## src/rtl/mem_port_arbiter_if.sv

```systemverilog
// Bus bundle between the IF/LS requesters, the byte-wide memory
// and the arbiter.
interface mem_port_arbiter_if #(
  parameter int ADDR_W = 16
) ();
  logic              if_req;
  logic [31:0]       if_addr;
  logic              if_flush;
  logic              if_ack;
  logic [31:0]       if_rdata;
  logic              ls_req;
  logic              ls_we;
  logic [31:0]       ls_addr;
  logic [31:0]       ls_wdata;
  logic              ls_ack;
  logic [31:0]       ls_rdata;
  logic [ADDR_W-1:0] mem_addr;
  logic [7:0]        mem_wdata;
  logic              mem_we;
  logic [7:0]        mem_rdata;
  logic              busy;

  modport slave (
    input  if_req, if_addr, if_flush,
    input  ls_req, ls_we, ls_addr, ls_wdata,
    input  mem_rdata,
    output if_ack, if_rdata,
    output ls_ack, ls_rdata,
    output mem_addr, mem_wdata, mem_we,
    output busy
  );

  modport master (
    output if_req, if_addr, if_flush,
    output ls_req, ls_we, ls_addr, ls_wdata,
    output mem_rdata,
    input  if_ack, if_rdata,
    input  ls_ack, ls_rdata,
    input  mem_addr, mem_wdata, mem_we,
    input  busy
  );
endinterface

```

## src/rtl/mem_port_arbiter.sv

```systemverilog
// Shares one byte-wide memory between IF and LS; each word is
// four little-endian byte cycles, LS first with an IF anti-starve.
module mem_port_arbiter #(
  parameter int ADDR_W       = 16,
  parameter int STARVE_LIMIT = 2
) (
  input  logic              Clk,
  input  logic              Reset_n,
  mem_port_arbiter_if.slave bus
);

  typedef enum logic [2:0] {
    IDLE,
    IF_XFER,
    LS_XFER,
    ACK_IF,
    ACK_LS
  } state_t;

  localparam logic [3:0] SLIM = 4'(STARVE_LIMIT);

  state_t            r_state;
  logic [1:0]        r_cnt;
  logic [3:0]        r_starve;
  logic [ADDR_W-1:0] r_addr;
  logic              r_we;
  logic [31:0]       r_wdata;
  logic [23:0]       r_stage;
  logic [31:0]       r_if_rdata;
  logic [31:0]       r_ls_rdata;
  logic              r_if_ack;
  logic              r_ls_ack;

  logic        w_xfer;
  logic        w_if_go;
  logic        w_ls_go;
  logic        w_store;
  logic [31:0] w_word;
  logic        w_unused;

  assign w_xfer  = (r_state == IF_XFER) ||
                   (r_state == LS_XFER);
  assign w_if_go = bus.if_req && !bus.if_flush;
  assign w_ls_go = bus.ls_req &&
                   ((r_starve < SLIM) ||
                    !bus.if_req || bus.if_flush);
  assign w_store = (r_state == LS_XFER) && r_we;
  // Staging shifts right, so byte 3 arrives straight off the bus.
  assign w_word  = {bus.mem_rdata, r_stage};

  assign w_unused = ^{bus.if_addr[31:ADDR_W],
                      bus.ls_addr[31:ADDR_W]};

  always_ff @(posedge Clk or negedge Reset_n) begin
    if (!Reset_n) begin
      r_state    <= IDLE;
      r_cnt      <= 2'd0;
      r_starve   <= 4'd0;
      r_addr     <= '0;
      r_we       <= 1'b0;
      r_wdata    <= 32'h0;
      r_stage    <= 24'h0;
      r_if_rdata <= 32'h0;
      r_ls_rdata <= 32'h0;
      r_if_ack   <= 1'b0;
      r_ls_ack   <= 1'b0;
    end else begin
      r_if_ack <= 1'b0;
      r_ls_ack <= 1'b0;
      unique case (r_state)
        IDLE: begin
          if (w_ls_go) begin
            r_state  <= LS_XFER;
            r_addr   <= bus.ls_addr[ADDR_W-1:0];
            r_we     <= bus.ls_we;
            r_wdata  <= bus.ls_wdata;
            r_cnt    <= 2'd0;
            r_starve <= w_if_go ?
                        r_starve + 4'd1 : 4'd0;
          end else if (w_if_go) begin
            r_state  <= IF_XFER;
            r_addr   <= bus.if_addr[ADDR_W-1:0];
            r_cnt    <= 2'd0;
            r_starve <= 4'd0;
          end
        end
        IF_XFER: begin
          if (bus.if_flush) begin
            r_state <= IDLE;
            r_cnt   <= 2'd0;
          end else begin
            r_stage <= {bus.mem_rdata, r_stage[23:8]};
            r_cnt   <= r_cnt + 2'd1;
            if (r_cnt == 2'd3) begin
              r_state    <= ACK_IF;
              r_if_ack   <= 1'b1;
              r_if_rdata <= w_word;
            end
          end
        end
        LS_XFER: begin
          if (!r_we)
            r_stage <= {bus.mem_rdata, r_stage[23:8]};
          r_cnt <= r_cnt + 2'd1;
          if (r_cnt == 2'd3) begin
            r_state  <= ACK_LS;
            r_ls_ack <= 1'b1;
            if (!r_we)
              r_ls_rdata <= w_word;
          end
        end
        ACK_IF, ACK_LS: begin
          r_state <= IDLE;
          r_cnt   <= 2'd0;
        end
        default: r_state <= IDLE;
      endcase
    end
  end

  assign bus.mem_addr  = w_xfer ?
    r_addr + {{(ADDR_W-2){1'b0}}, r_cnt} : '0;
  assign bus.mem_we    = w_store;
  assign bus.mem_wdata = w_store ?
    r_wdata[{r_cnt, 3'b000} +: 8] : 8'h00;
  assign bus.if_ack    = r_if_ack;
  assign bus.ls_ack    = r_ls_ack;
  assign bus.if_rdata  = r_if_rdata;
  assign bus.ls_rdata  = r_ls_rdata;
  assign bus.busy      = (r_state != IDLE);

endmodule

```

## src/flat_wrapper.sv

```systemverilog
// flat-port wrapper written by rule: the top's interface ports become plain ports
module mem_port_arbiter_flat 
#(
  parameter int ADDR_W       = 16,
  parameter int STARVE_LIMIT = 2
)
  (Clk, Reset_n, bus_if_req, bus_if_addr, bus_if_flush, bus_ls_req, bus_ls_we, bus_ls_addr, bus_ls_wdata, bus_mem_rdata, bus_if_ack, bus_if_rdata, bus_ls_ack, bus_ls_rdata, bus_mem_addr, bus_mem_wdata, bus_mem_we, bus_busy);
  mem_port_arbiter_if #(.ADDR_W(ADDR_W)) bus_i ();
  input  logic Clk;
  input  logic Reset_n;
  input wire logic [$bits(bus_i.if_req)-1:0] bus_if_req;
  input wire logic [$bits(bus_i.if_addr)-1:0] bus_if_addr;
  input wire logic [$bits(bus_i.if_flush)-1:0] bus_if_flush;
  input wire logic [$bits(bus_i.ls_req)-1:0] bus_ls_req;
  input wire logic [$bits(bus_i.ls_we)-1:0] bus_ls_we;
  input wire logic [$bits(bus_i.ls_addr)-1:0] bus_ls_addr;
  input wire logic [$bits(bus_i.ls_wdata)-1:0] bus_ls_wdata;
  input wire logic [$bits(bus_i.mem_rdata)-1:0] bus_mem_rdata;
  output wire logic [$bits(bus_i.if_ack)-1:0] bus_if_ack;
  output wire logic [$bits(bus_i.if_rdata)-1:0] bus_if_rdata;
  output wire logic [$bits(bus_i.ls_ack)-1:0] bus_ls_ack;
  output wire logic [$bits(bus_i.ls_rdata)-1:0] bus_ls_rdata;
  output wire logic [$bits(bus_i.mem_addr)-1:0] bus_mem_addr;
  output wire logic [$bits(bus_i.mem_wdata)-1:0] bus_mem_wdata;
  output wire logic [$bits(bus_i.mem_we)-1:0] bus_mem_we;
  output wire logic [$bits(bus_i.busy)-1:0] bus_busy;
  assign bus_i.if_req = bus_if_req;
  assign bus_i.if_addr = bus_if_addr;
  assign bus_i.if_flush = bus_if_flush;
  assign bus_i.ls_req = bus_ls_req;
  assign bus_i.ls_we = bus_ls_we;
  assign bus_i.ls_addr = bus_ls_addr;
  assign bus_i.ls_wdata = bus_ls_wdata;
  assign bus_i.mem_rdata = bus_mem_rdata;
  assign bus_if_ack = bus_i.if_ack;
  assign bus_if_rdata = bus_i.if_rdata;
  assign bus_ls_ack = bus_i.ls_ack;
  assign bus_ls_rdata = bus_i.ls_rdata;
  assign bus_mem_addr = bus_i.mem_addr;
  assign bus_mem_wdata = bus_i.mem_wdata;
  assign bus_mem_we = bus_i.mem_we;
  assign bus_busy = bus_i.busy;
  mem_port_arbiter #(.ADDR_W(ADDR_W), .STARVE_LIMIT(STARVE_LIMIT)) u_core (.Clk(Clk), .Reset_n(Reset_n), .bus(bus_i));
endmodule
```

## config.mk

```make
export PLATFORM = sky130hd
export DESIGN_NAME = mem_port_arbiter_flat
export DESIGN_NICKNAME = d
export VERILOG_FILES = /design/src/rtl/mem_port_arbiter_if.sv /design/src/rtl/mem_port_arbiter.sv /design/src/flat_wrapper.sv
export SDC_FILE = /design/constraint.sdc
export NUM_CORES = 1
export LEC_CHECK = 0
export CAP_MARGIN = 20
export CORE_MARGIN = 1.5
export CORE_UTILIZATION = 47
export CTS_BUF_LIST = sky130_fd_sc_hd__clkbuf_16
export DETAILED_ROUTE_END_ITERATION = 7
export PLACE_DENSITY = 0.8
export SLEW_MARGIN = 20
export SYNTH_ARGS = -nofsm -noshare
export SYNTH_HDL_FRONTEND = slang
export SYNTH_SLANG_ARGS = --single-unit
export TNS_END_PERCENT = 100
```

## constraint.sdc

```tcl
create_clock -name Clk -period 2.4 [get_ports Clk]
set_input_delay 0.48 -clock Clk [delete_from_list [all_inputs] [get_ports Clk]]
set_output_delay 0.48 -clock Clk [all_outputs]
set_load 0.1 [all_outputs]
```

## Word level (Yosys, flattened, before mapping)

Index checks and enable logic that the tools add are counted.
Widths: inputs -> output; s select.

- Flip-flop bits (word level): 148
- Bits of input ports: 110
- Output and inout bits: 92
- Logic and storage cells: 73

- $add $sub $neg: 3
- Magnitude comparators: 1
- Eq/ne operators: 10
- Shift-type cells: 1
- Muxes and demuxes: 24
- Bitwise gates (word level): 2
- Reductions and logical operators: 21

Operators by type and width:

| operator | number |
|---|---|
| $mux 16 | 3 |
| $mux 24 | 2 |
| $pmux 24 s2 | 1 |
| $shiftx 32x6->8 | 1 |
| $add 16x2->16 | 1 |
| $mux 3 | 5 |
| $mux 4 | 3 |
| $reduce_and 3->1 | 4 |
| $pmux 3 s3 | 1 |
| $mux 8 | 1 |
| $pmux 2 s4 | 1 |
| $eq 3x2->1 const B | 2 |
| $mux 2 | 3 |
| $ne 2x2->1 const B | 3 |
| $reduce_and 2->1 | 3 |
| $add 4x1->4 const B | 1 |
| $lt 4x2->1 const B | 1 |
| $mux 1 | 4 |
| $reduce_bool 2->1 | 2 |
| $reduce_bool 4->1 | 1 |
| $eq 3x1->1 const B | 1 |
| $eq 3x3->1 const B | 1 |
| $logic_and 1x1->1 | 3 |
| $logic_not 3->1 | 1 |
| other kinds (9) | 13 |

## Depth between registers and ports, before layout

- Depth after elaboration: 6
- Depth in mapped cells: 6

## Worst setup path before layout

No wires, ideal clock.

- Path type: flip-flop to output port
- From: register u_core.r_cnt[1]
- To: output bus_mem_addr[15]
- Arrival: 4,362 ps
- Data required time: 1,920 ps
- Path slack: -2,442 ps
- Stages on the path, launching flop included: 5
- Path buffers: 0
- Cell sequence: dfrtp_1 ha_1 a21oi_1 or3_1 o41ai_1

- Word-level cells in the longest chain between the ends: 2

Ends and longest elaborated chain:

| item | line | RTL |
|---|---|---|
| from (decl) | mem_port_arbiter.sv:23 | `logic [1:0] r_cnt;` |
| from (signal assigned) | mem_port_arbiter.sv:93 | `r_cnt <= r_cnt + 2'd1;` |
| from (signal assigned) | mem_port_arbiter.sv:104 | `r_cnt <= r_cnt + 2'd1;` |
| $add 16x2->16 | mem_port_arbiter.sv:122 | `r_addr + {{(ADDR_W-2){1'b0}}, r_cnt} : '0;` |
| $mux 16 | mem_port_arbiter.sv:121 | `assign bus.mem_addr = w_xfer ?` |
| to (decl) | flat_wrapper.sv:23 | `output wire logic [$bits(bus_i.mem_addr)-1:0] bus_mem_addr;` |

No other way between the ends.

## Worst setup path in the final report

- From: register u_core.r_addr[1]
- To: output bus_mem_addr[8]

- Word-level cells in the longest chain between the ends: 2

Ends and longest elaborated chain:

| item | line | RTL |
|---|---|---|
| from (decl) | mem_port_arbiter.sv:25 | `logic [ADDR_W-1:0] r_addr;` |
| from (signal assigned) | mem_port_arbiter.sv:74 | `r_addr <= bus.ls_addr[ADDR_W-1:0];` |
| from (signal assigned) | mem_port_arbiter.sv:82 | `r_addr <= bus.if_addr[ADDR_W-1:0];` |
| $add 16x2->16 | mem_port_arbiter.sv:122 |  |
| $mux 16 | mem_port_arbiter.sv:121 |  |

No other way between the ends.

==> impl_metrics.env <==
export IMPL_clock_path_buffers=2
export IMPL_final_util_pct=72.92
export IMPL_max_slew_margin_pct=68.75
export IMPL_first_pass_iters=4
export IMPL_dp_cells=816
export IMPL_synth_top_cells_by_count="148 x dfrtp_1, 92 x mux2_2, 27 x nor2_1"
export IMPL_synth_cell_types=49
export IMPL_grt_remaining_overflow=0
export IMPL_hold_viol_final=0
export IMPL_wirelength_microns=16180
export IMPL_drive_above_1_share_pct=49.05
export IMPL_routabilityCongestion=0.8599
export IMPL_syn_area_per_cell_sq_um=13.90
export IMPL_cts_tree="done"
export IMPL_rsz0062_at_grt="yes"
export IMPL_grt_pass1_wl_microns=25740
export IMPL_finalMaxSlewViolations=0
export IMPL_critPathLaunchType="flop"
export IMPL_final_cells=863
export IMPL_die_w_microns=121.1
export IMPL_yosysWarnings=0
export IMPL_die_h_microns=121.1
export IMPL_max_stage_delay_ns=0.44
export IMPL_path_clk_slew_ns=0.06
export IMPL_outcome="finished with violations"
export IMPL_rows=42
export IMPL_first_iter_violations=261
export IMPL_clk_latency_ns=0.43
export IMPL_async_flop_share_pct=100.0
export IMPL_fin_ws_ns=-0.3677
export IMPL_grt_pass1_vias=5046
export IMPL_crit_required_ns=1.92
export IMPL_syn_num_nets=587
export IMPL_violations="negative setup slack"
export IMPL_cp_arrival_ns=2.29
export IMPL_drv_cap=0
export IMPL_vias=4606
export IMPL_grt_use_total_pct=23.06
export IMPL_period_needed_ns=2.768
export IMPL_io_buffers=169
export IMPL_antenna_found_initial=0
export IMPL_rrSetupSlack_ns=0.25
export IMPL_area_growth_pct=49.53
export IMPL_fp_coreArea_sq_mm=0.01345
export IMPL_root_buffer="clkbuf_16"
export IMPL_dpl_hpwl_microns=10860
export IMPL_start_util_pct=48.76
export IMPL_synth_edf_count=0
export IMPL_max_freq_ghz=0.3613
export IMPL_ys_seq_elements=148
export IMPL_timing_critical_path_cells="buf_6 > fa_2 > and3_4 > buf_4 > nand4_1 > xor2_2 > nor2_4 > buf_12"
export IMPL_ant_nets=0
export IMPL_drc=0
export IMPL_grt_start_max_net_pins=52
export IMPL_worst_slew_pin_transition_ns=0.4688
export IMPL_synth_ff_type="dfrtp_1"
export IMPL_htreeDepth=4
export IMPL_clkSinkCount=148
export IMPL_synth_largest_area_cell="dfrtp_1"
export IMPL_setup_viol=22
export IMPL_netlist_area_leader_share_pct=56.46
export IMPL_cp_slowest_cell="dfrtp_1"
export IMPL_fillCellCount=870
export IMPL_hold_ws_ns=0.4870
export IMPL_synth_area_leaders="dfrtp_1 56%, mux2_2 16%, mux2_4 4.6%"
export IMPL_synth_area_sq_mm=0.006560
export IMPL_hp_class="reg -> reg"
export IMPL_diodes=0
export IMPL_ios=202
export IMPL_path_class="reg -> out"
export IMPL_yosys_cell_count_top_type="dfrtp_1"
export IMPL_worstSetupEndpointType="output pin"
export IMPL_dp_slack_ns=-0.01318
export IMPL_layout_nets=789
export IMPL_dieArea_sq_mm=0.01467
export IMPL_synthCells=472
export IMPL_wire_per_inst_microns=18.75
export IMPL_seq_area_frac_synth_pct=56.46
export IMPL_crit_fanout=3
export IMPL_vias_per_cell=5.337
export IMPL_cts_made_buffers=17
export IMPL_finalCritPeriodShare_pct=115.3
export IMPL_finClkSkew_ns=0.009520
-- cells in the final DEF, fill, tap and decap left out, types with 3 or more instances in the layout --
cell type and n:
clkinv_4 3, buf_12 34, mux2_1 9, nand3_1 3, inv_1 5, o31ai_1 3
dfrtp_1 147, and2_1 5, inv_6 4, nor2_2 6, o21ai_1 3, buf_4 88
a21oi_4 5, buf_6 9, mux4_2 8, clkdlybuf4s50_1 76, xnor2_1 5, bufinv_16 4
mux2_2 92, a21oi_1 18, or3_4 5, clkbuf_16 17, nor2_4 3, mux2i_1 17
o21ai_0 6, nand2_1 9, or3_1 3, and3_4 9, mux2_4 20, nor2_1 19
-- cell families after synthesis --
logic type / after synthesis / synth area share, %
AOI/OAI and AO/OA: 44 / 4.025
xor gates and xnor gates: 9 / 1.202
adders and majority gates: 5 / 1.068
buffers and inverters: 32 / 2.918
DFF: 148 / 56.46
muxes: 146 / 27.26
and+or+nand+nor: 88 / 7.076
-- per-layer routing --
metal | up-vias | GRT usage (%) | wire length, microns
li1 | 2106 | - | -
met1 | 2307 | 28.38 | 6612
met2 | 154 | 38.92 | 8231
met5 | - | 0 | 0
met4 | 0 | 8.676 | 409
met3 | 39 | 6.250 | 927
-- final cells by class --
cell class | count | area, sq um | area share (%)
repair buffers | 209 | 2241 | 22.84
well taps | 176 | 220.2 | 2.245
multi-input cells | 292 | 2993 | 30.51
clock buffers | 17 | 425.4 | 4.337
clock inverters | 15 | 202.7 | 2.066
flip-flops and latches | 148 | 3705 | 37.77
inverters | 6 | 22.52 | 0.2296
-- stage by stage --
step / TNS (ns) / area (sq um)
floorplan: -2.208 / 6681
global placement: 0 / 8800
detailed placement: -0.01318 / 8800
CTS: -3.762 / 9686
global route: -6.671 / 9809
finish: -5.217 / 9809
-- timing repair --
action	CTS	global route
endpoints found under the hold margin	12	0
endpoints found under the setup margin	23	24
setup buffers	8	8
pin swaps	15	18
cloned	1	0
hold buffers	1	0
gates resized for setup	28	23
-- registers in the layout (all words and copies together), names as in the netlist --
register,flops
u_core.bus.if_ack,1
u_core.bus.if_rdata,32
u_core.bus.ls_ack,1
u_core.bus.ls_rdata,32
u_core.r_addr,16
u_core.r_cnt,2
u_core.r_stage,24
u_core.r_starve,4
u_core.r_state,3
u_core.r_wdata,32
u_core.r_we,1
-- final timing paths --
kind                                           end                    from  cells past startpoint
setup / recovery                   bus_mem_addr[8]        u_core.r_addr[1]                      8
hold / removal              u_core.bus.ls_rdata[2]  u_core.bus.ls_rdata[2]                      1
setup reg to reg           u_core.bus.ls_rdata[31]         u_core.r_cnt[0]                      9
hold reg to reg             u_core.bus.ls_rdata[2]  u_core.bus.ls_rdata[2]                      1
max in group asynchronous  u_core.bus.ls_rdata[11]                 Reset_n                      3
min in group asynchronous       u_core.r_wdata[29]                 Reset_n                      2
-- critical path: cells and delay by family (launching register included) --
family	cells	cell delay, ns
buffers and inverters	3	0.44
DFF	1	0.44
and+or+nand+nor	3	0.40
adders and majority gates	1	0.38
xor gates and xnor gates	1	0.19
Power is left out: the tool's default activity adds up to more than one toggle a clock period on the data nets, which glitch-free logic cannot reach.
